### config.mk
export PLATFORM = sky130hd
export DESIGN_NAME = decrypt_pipe_extend
export DESIGN_NICKNAME = d
export VERILOG_FILES = /design/src/rtl/decrypt_pkg.sv /design/src/rtl/key_sched.sv /design/src/rtl/decrypt_pipe_extend.sv
export SDC_FILE = /design/constraint.sdc
export NUM_CORES = 1
export LEC_CHECK = 0
export CORE_ASPECT_RATIO = 1.25
export CORE_MARGIN = 2
export CORE_UTILIZATION = 53
export DETAILED_ROUTE_END_ITERATION = 6
export GPL_TIMING_DRIVEN = 0
export HOLD_SLACK_MARGIN = 0.15
export PLACE_DENSITY = 0.91
export SLEW_MARGIN = 20
export SYNTH_ARGS = -nofsm -noshare
export SYNTH_HDL_FRONTEND = slang
export SYNTH_SLANG_ARGS = --single-unit
export TNS_END_PERCENT = 100
### constraint.sdc
create_clock -name clk -period 3.58 [get_ports clk]
set_input_delay 0.895 -clock clk [delete_from_list [all_inputs] [get_ports clk]]
set_output_delay 0.895 -clock clk [all_outputs]
set_load 0.05 [all_outputs]
### src/rtl/decrypt_pkg.sv
// Shared definitions for the decrypt pipe: ASCII landmarks, word alignment,
// the key FSM state type and the per-character shift amount type.
package decrypt_pkg;

  localparam int ASCII_UPPER_A = 65;
  localparam int ASCII_LOWER_A = 97;
  localparam int ALPHA_COUNT   = 26;
  localparam int EXT_ALIGN     = 6;

  typedef enum logic {
    NOKEY = 1'b0,
    KEYED = 1'b1
  } key_state_e;

  typedef logic [2:0] shift_amt_t;

  // A digit of 7 would rotate a full alphabet step too far downstream; use 6.
  function automatic shift_amt_t clamp_digit(input logic [2:0] raw);
    return (raw == 3'd7) ? shift_amt_t'(3'd6) : shift_amt_t'(raw);
  endfunction

endpackage

### src/rtl/key_sched.sv
// Key schedule: stores the clamped multi-digit key, flags bad digits, and
// walks a wrapping pointer to select the digit for each ciphered letter.
module key_sched
  import decrypt_pkg::*;
#(
  parameter int KEY_DIGITS = 8
) (
  input  logic                    clk,
  input  logic                    rst,
  input  logic                    key_load,
  input  logic [3*KEY_DIGITS-1:0] key_in,
  input  logic                    advance,
  output logic                    keyed_eff,
  output shift_amt_t              digit,
  output logic                    key_err
);

  localparam int PTR_W = (KEY_DIGITS > 1) ? $clog2(KEY_DIGITS) : 1;
  localparam logic [PTR_W-1:0] PTR_LAST = PTR_W'(KEY_DIGITS - 1);

  key_state_e                       state_q, state_d;
  logic       [PTR_W-1:0]           ptr_q, ptr_d, ptr_base;
  logic       [KEY_DIGITS-1:0][2:0] key_q, key_clamped;
  logic                             any_seven;

  // NOTE: every variable written here gets a default first, so no latch is inferred.
  always_comb begin
    any_seven   = 1'b0;
    key_clamped = '0;
    for (int k = 0; k < KEY_DIGITS; k++) begin
      key_clamped[k] = clamp_digit(key_in[3*k +: 3]);
      if (key_in[3*k +: 3] == 3'd7) any_seven = 1'b1;
    end
  end

  // A load in the same cycle as a byte applies to that byte.
  assign keyed_eff = key_load || (state_q == KEYED);

  always_comb begin
    state_d  = state_q;
    ptr_base = key_load ? '0 : ptr_q;
    ptr_d    = ptr_base;
    digit    = '0;
    if (key_load) state_d = KEYED;
    if (key_load)
      digit = key_clamped[0];
    else if (state_q == KEYED)
      digit = key_q[ptr_q];
    if (advance && keyed_eff)
      ptr_d = (ptr_base == PTR_LAST) ? '0 : ptr_base + 1'b1;
  end

  // NOTE: the key store is reset along with the control state, so no stale key
  // survives a mid-stream reset.
  always_ff @(posedge clk or negedge rst) begin
    if (!rst) begin
      state_q <= NOKEY;
      ptr_q   <= '0;
      key_q   <= '0;
      key_err <= 1'b0;
    end else begin
      // NOTE: sequential state uses non-blocking assignments only.
      state_q <= state_d;
      ptr_q   <= ptr_d;
      if (key_load) begin
        key_q   <= key_clamped;
        key_err <= any_seven;
      end
    end
  end

endmodule

### src/rtl/decrypt_pipe_extend.sv
// First decrypt pipe stage: classifies each byte, encodes letters one-hot into
// the 32-bit extended word, and registers everything with the key digit.
module decrypt_pipe_extend
  import decrypt_pkg::*;
#(
  parameter int KEY_DIGITS = 8
) (
  input  logic                    clk,
  input  logic                    rst,
  input  logic                    en_in,
  input  logic                    mode_in,
  input  logic                    shift_en_in,
  input  logic [7:0]              data_in,
  input  logic                    key_load,
  input  logic [3*KEY_DIGITS-1:0] key_in,
  output logic                    en,
  output logic                    mode,
  output logic                    shift_en,
  output shift_amt_t              shift_amt,
  output logic [31:0]             extended_shift_out,
  output logic                    is_alpha_upper_case,
  output logic                    is_alpha_low_case,
  output logic                    key_err
);

  logic       is_upper, is_lower, is_alpha, keyed_eff;
  logic [4:0] letter_idx;
  logic [31:0] ext_word;
  shift_amt_t digit;

  always_comb begin
    is_upper   = (data_in >= 8'(ASCII_UPPER_A)) &&
                 (data_in <= 8'(ASCII_UPPER_A + ALPHA_COUNT - 1));
    is_lower   = (data_in >= 8'(ASCII_LOWER_A)) &&
                 (data_in <= 8'(ASCII_LOWER_A + ALPHA_COUNT - 1));
    is_alpha   = is_upper || is_lower;
    letter_idx = '0;
    if (is_upper)
      letter_idx = 5'(data_in - 8'(ASCII_UPPER_A));
    else if (is_lower)
      letter_idx = 5'(data_in - 8'(ASCII_LOWER_A));
    // Letters sit above a 6-bit guard band so the shift stage can rotate down.
    ext_word = is_alpha ? (32'h1 << (letter_idx + 5'(EXT_ALIGN))) : {24'b0, data_in};
  end

  key_sched #(
    .KEY_DIGITS(KEY_DIGITS)
  ) u_key_sched (
    .clk      (clk),
    .rst      (rst),
    .key_load (key_load),
    .key_in   (key_in),
    .advance  (en_in && mode_in && shift_en_in && is_alpha),
    .keyed_eff(keyed_eff),
    .digit    (digit),
    .key_err  (key_err)
  );

  always_ff @(posedge clk or negedge rst) begin
    if (!rst) begin
      en                  <= 1'b0;
      mode                <= 1'b0;
      shift_en            <= 1'b0;
      shift_amt           <= '0;
      extended_shift_out  <= '0;
      is_alpha_upper_case <= 1'b0;
      is_alpha_low_case   <= 1'b0;
    end else begin
      en                  <= en_in;
      mode                <= mode_in;
      shift_en            <= shift_en_in && keyed_eff;
      shift_amt           <= digit;
      extended_shift_out  <= ext_word;
      is_alpha_upper_case <= is_upper;
      is_alpha_low_case   <= is_lower;
    end
  end

endmodule
==> results of run 1 <==
-- final timing paths --
path / endpoint / slack (ps) / cells past startpoint
setup reg to reg: u_key_sched.ptr_q[1] / 1960 / 4
hold reg to reg: u_key_sched.key_q[7] / 500 / 1
setup / recovery: extended_shift_out[10] / 140 / 13
max in group asynchronous: extended_shift_out[14] / 2620 / 2
min in group clk: u_key_sched.key_q[7] / 500 / 1
hold / removal: u_key_sched.key_q[5] / 440 / 1
-- stage by stage --
stage	util (%)	instances	TNS, ps	cell area, sq um
after CTS	75.2	452	-11.9	4400
final	76.0	456	0	4450
after floorplan	-	278	0	3250
after global placement	70.2	436	-45830	4110
after detailed placement	70.6	437	-17890	4130
after global routing	76.0	456	0	4450
-- sequential cells by signal, indices dropped and copies added, names as in the netlist --
register             flops
u_key_sched.ptr_q        3
is_alpha_low_case        1
is_alpha_upper_case      1
mode                     1
u_key_sched.key_q       24
u_key_sched.key_err      1
extended_shift_out      32
shift_amt                3
u_key_sched.state_q      1
en                       1
shift_en                 1
-- critical path, delay by kind of cell --
| kind | cells | cell delay [ps] |
|---|---|---|
| adders and majority gates | 2 | 530 |
| and+or+nand+nor | 5 | 1040 |
| buffers and inverters | 5 | 1040 |
| AOI/OAI and AO/OA | 1 | 190 |
-- where the power goes --
part	switching, uW	total, uW	internal [uW]
logic	215	368	153
registers	19.6	841	821
clock network	307	845	538
-- cell families after synthesis --
group	Yosys count	synth area share (%)
AO/OA/AOI/OAI	39	9.14
XOR/XNOR	8	3.08
adder cells (fa/ha/maj)	5	1.93
buffers and inverters	31	5.05
flip-flops	69	53.2
multiplexers	25	10.6
AND/OR/NAND/NOR	101	17.0
-- final cells by class --
cell class / count / area (sq um) / area share (%)
clock inverter: 7 / 146 / 3.29
tap: 82 / 103 / 2.30
inverter: 15 / 56.3 / 1.26
buffer: 15 / 114 / 2.56
multi-input combinational: 178 / 1370 / 30.7
clock buffer: 9 / 124 / 2.78
timing repair buffer: 81 / 815 / 18.3
sequential: 69 / 1730 / 38.8
-- routing by layer --
layer	part of all wire (%)	up-vias	routed length [um]	GRT usage, %
met1	35	1220	2790	27.6
met2	55	103	4390	45.4
met4	3.0	0	242	10.6
met3	6.5	25	520	5.66
li1	-	1178	-	-
met5	0	-	0	0
-- Yosys cell counts (2+ instances only) --
library cell | number | area share [%]
nand3_1 | 23 | 3.5
o2bb2ai_1 | 8 | 2.2
buf_6 | 5 | 1.7
dfrtp_1 | 69 | 53
mux2_2 | 15 | 5.2
inv_2 | 2 | 0.23
mux4_2 | 6 | 4.2
o21ai_2 | 2 | 0.54
nand2_1 | 16 | 1.9
nor2b_1 | 4 | 0.77
nor3_1 | 18 | 2.8
nand4_1 | 9 | 1.7
mux2i_1 | 4 | 1.2
nor2_1 | 16 | 1.9
ha_1 | 5 | 1.9
nor3_2 | 2 | 0.62
xnor2_1 | 3 | 0.81
buf_2 | 2 | 0.31
o21ai_0 | 14 | 2.2
o21bai_1 | 2 | 0.46
clkbuf_1 | 4 | 0.46
a21oi_1 | 4 | 0.62
nand2b_1 | 3 | 0.58
xnor2_2 | 3 | 1.5
buf_1 | 3 | 0.35
inv_1 | 13 | 1.5
-- timing repair --
action	in CTS	in global routing
pin swaps	0	2
gates resized for setup	3	5
buffers inserted	0	4
endpoints found under the setup margin	32	25
==> impl_metrics.toml, run 1 <==
[job]
drv_cap = 0

[drt]
dr_total_vias = 2526
first_iter_violations = 145
wl_per_cell_um = 17.4
ant_nets = 0
drc = 0
routed_wl_um = 7950
vias_per_cell = 5.54
drtPass1Iterations = 4

[logic_synthesis]
synth_edf_count = 0
synth_area_sq_um = 3250
synthArstFlopShare_pct = 100
synth-seq-area-share_pct = 53.2
synth_warnings = 0
synth_cell_types = 49
syn_nets = 321
synthCells = 278
ys_seq_elements = 69
ys.flop_type = "dfrtp_1"
synth.avg_cell_area_sq_um = 11.7

[timing]
final_hold_viol_count = 0
skew_ps = 5.90
rsz0062_at_grt = "no"
whs_ps = 441
finalCritPeriodShare_pct = 96.0
clock.fmax_mhz = 291
setup_violations = 0
post-route-min-period_ps = 3440
setup_ws_ps = 141
slew_headroom_pct = 62.0
final_max_slew_viol_count = 0
worst_slew_pin_slew_ps = 570

[status]
outcome = "finished, final reports clean"

[grt]
grt_usage_pct = 25.2
antenna_found_initial = 0
grt_max_degree = 50
gr-total-overflow = 0
grt_pass1_wl_um = 12700
grt_pass1_vias = 2609

[setup_path]
cpPeakStageDelay_ps = 530
crit_path_max_fanout = 10
worstPathRequired_ps = 3850
path_common_cell = "buf_6"
r2r-start = "u_key_sched.ptr_q[1]"
end_kind = "register"
critPathSlowestCell = "or4b_4"
path_cells = "clkdlybuf4s50_1 > buf_6 > inv_1 > ha_1 > buf_6 > nor3b_4 > a21oi_4 > buf_6 > nand3_1 > ha_4 > nand2_1 > or4b_4 > nor2_1"
path_class = "primary input to register"
critPathLaunch = "data_in[0]"
arrival_ps = 3700
start_kind = "primary input"

[power_and_ir_drop]
power_density_nw_per_um2 = 461
p_total_uw = 2050
leakagePower_uw = 0.00186
vdd_drop_max_uv = 285

[floorplan]
die_w_um = 74.0
std_cell_rows = 31
io_pins = 79
dieArea_sq_um = 6770
start_util_pct = 55.4
die_h_um = 91.5
fp.coreArea_sq_um = 5860

[cts]
postCtsHoldBufs = 0
clock_latency_ps = 340
cts_buffer_depth = 2
cts_tree = "built"
cts_root_buf = "clkbuf_8"
numCtsBuffers = 9
cts_max_level = 3
clk_pin_slew_ps = 70
clkSinkCount = 69

[place]
place_ws_ps = -600
io_buffer_count = 76
hpwl_um = 5710
finalWeightedCongestion = 0.958

[layout]
final_cell_mix = "74 x clkdlybuf4s50_1, 69 x dfrtp_1, 23 x nand3_1"
drive_above_1_share_pct = 19.8
final_common_cell = "clkdlybuf4s50_1"
finish.net_count = 412
antenna_cells = 0
fill_cells = 374
area_growth_pct = 37.2

[hold_path]
hold_class = "primary input to async pin"
No activity file was read; power rests on OpenSTA's default activity.
==> run 2: changes to the inputs <==
- HOLD_SLACK_MARGIN: 0.15 -> 0.08
==> results of run 2 <==
No change in the layout: final DEF, timing and power equal those of run 1.
==> run 3: changes to the inputs <==
- CORE_MARGIN: 2 -> 10
==> impl_metrics.toml, run 3 (synthesis results as in run 1) <==
[layout]
drive_above_1_share_pct = 20.0
final_cell_mix = "74 x clkdlybuf4s50_1, 69 x dfrtp_1, 23 x nand3_1"
antenna_cells = 0
post-route-util_pct = 74.9
regMostFlops = "extended_shift_out"
final_common_cell = "clkdlybuf4s50_1"
fin_area_sq_um = 4380
layout_top_registers = "extended_shift_out x32, u_key_sched.key_q x24"
fill_cells = 393
area_growth_pct = 35.1
largest_reg_flops = 32
finish.net_count = 413

[drt]
ant_nets = 0
first_iter_violations = 167
drtPass1Iterations = 4
routed_wl_um = 8240
vias_per_cell = 5.52
wl_per_cell_um = 18.0
drc = 0
dr_total_vias = 2521

[place]
hpwl_um = 6210
placed_area_sq_um = 4130
finalWeightedCongestion = 0.935
io_buffer_count = 76

[cts]
cts_max_level = 3
cts_tree = "built"
clock_latency_ps = 350
clkSinkCount = 69
cts_root_buf = "clkbuf_8"
clk_pin_slew_ps = 80
postCtsHoldBufs = 0
cts_buffer_depth = 2
numCtsBuffers = 9

[setup_path]
end_kind = "register"
critPathTopFamily = "buffers and inverters"
path_common_cell = "buf_6"
crit_path_max_fanout = 10
worst-path-buf-inv = 5
critPathSlowestCell = "or4b_4"
path_cells = "clkdlybuf4s50_1 > buf_6 > inv_1 > ha_1 > buf_6 > nor3b_4 > a21oi_4 > buf_4 > nand3_1 > ha_2 > nand2_1 > or4b_4 > nor3_2"
worstPathRequired_ps = 3850
start_kind = "primary input"
arrival_ps = 3720
cpPeakStageDelay_ps = 520
path_class = "primary input to register"

[floorplan]
io_pins = 79
start_util_pct = 55.4
std_cell_rows = 31
dieArea_sq_um = 9670
die_h_um = 107
die_w_um = 90.0
fp.coreArea_sq_um = 5860

[power_and_ir_drop]
power_density_nw_per_um2 = 430
leakagePower_uw = 0.00183
vdd_drop_max_uv = 208

[grt]
grt_pass1_vias = 2607
grt_usage_pct = 17.7
gr-total-overflow = 0
grt_max_degree = 38
grt_pass1_wl_um = 13600
antenna_found_initial = 0

[timing]
post-route-min-period_ps = 3450
worst_slew_pin_slew_ps = 584
finalCritPeriodShare_pct = 96.3
final_max_slew_viol_count = 0
slew_headroom_pct = 61.1
final_hold_viol_count = 0
skew_ps = 6.90
setup_violations = 0
clock.fmax_mhz = 290
tns_ps = 0

[job]
drv_cap = 0

[hold_path]
hold_class = "primary input to async pin"

[status]
outcome = "finished, final reports clean"
## run 3: cell types whose count changed in the layout (fill, tap and decap cells not counted), sizes merged
cell / before / now
clkbuf: 14 / 16
clkinvlp: 0 / 2
buf: 16 / 18
clkinv: 2 / 0
bufinv: 4 / 1
## run 3: worst paths after layout
path / from / end / slack, ps / depth (start not counted)
max: data_in[0] / extended_shift_out[18] / 130 / 13
min: rst / u_key_sched.key_q[0] / 470 / 1
max reg2reg: u_key_sched.state_q / u_key_sched.ptr_q[1] / 1970 / 5
min reg2reg: u_key_sched.key_q[7] / u_key_sched.key_q[7] / 510 / 1
max in group asynchronous: rst / extended_shift_out[28] / 2560 / 2
min in group clk: u_key_sched.key_q[7] / u_key_sched.key_q[7] / 510 / 1
## run 3: per-layer routing
layer	part of all wire [%]	up-vias	global-route usage [%]
met5	0	-	0
met1	40	1248	19.3
met2	53	83	31.7
met4	2.9	0	8.09
li1	-	1171	-
met3	4.3	19	4.47
## run 3: power breakdown
group	internal, uW	switching, uW	total (uW)
logic	150	213	363
registers	821	17.0	838
clock network	381	300	682
## run 3: cell type report
class                           instances  area [sq um]  area share (%)
Sequential cell                        69          1730            39.4
Buffer                                 15           108            2.45
Timing Repair Buffer                   82           815            18.6
Inverter                               15          56.3            1.28
Clock inverter                          4          53.8            1.23
Multi-Input combinational cell        178          1360            31.0
Tap cell                               82           103            2.34
Clock buffer                           12           165            3.77
## run 3: through the flow
step	cells	setup slack [ps]	power, uW	hold slack [ps]
3_3_place_gp	436	-493	1200	468
6_report	457	132	1880	474
4_1_cts	452	13.2	1890	479
2_1_floorplan	278	330	1070	446
3_5_place_dp	437	-575	1210	492
5_1_grt	457	-9.79	1970	504
## run 3: what timing repair did
action | in CTS | in global routing
pin swaps | 0 | 2
endpoints found under the setup margin | 32 | 28
hold endpoints to repair | 0 | 0
resized for setup | 3 | 2
buffers inserted | 0 | 5
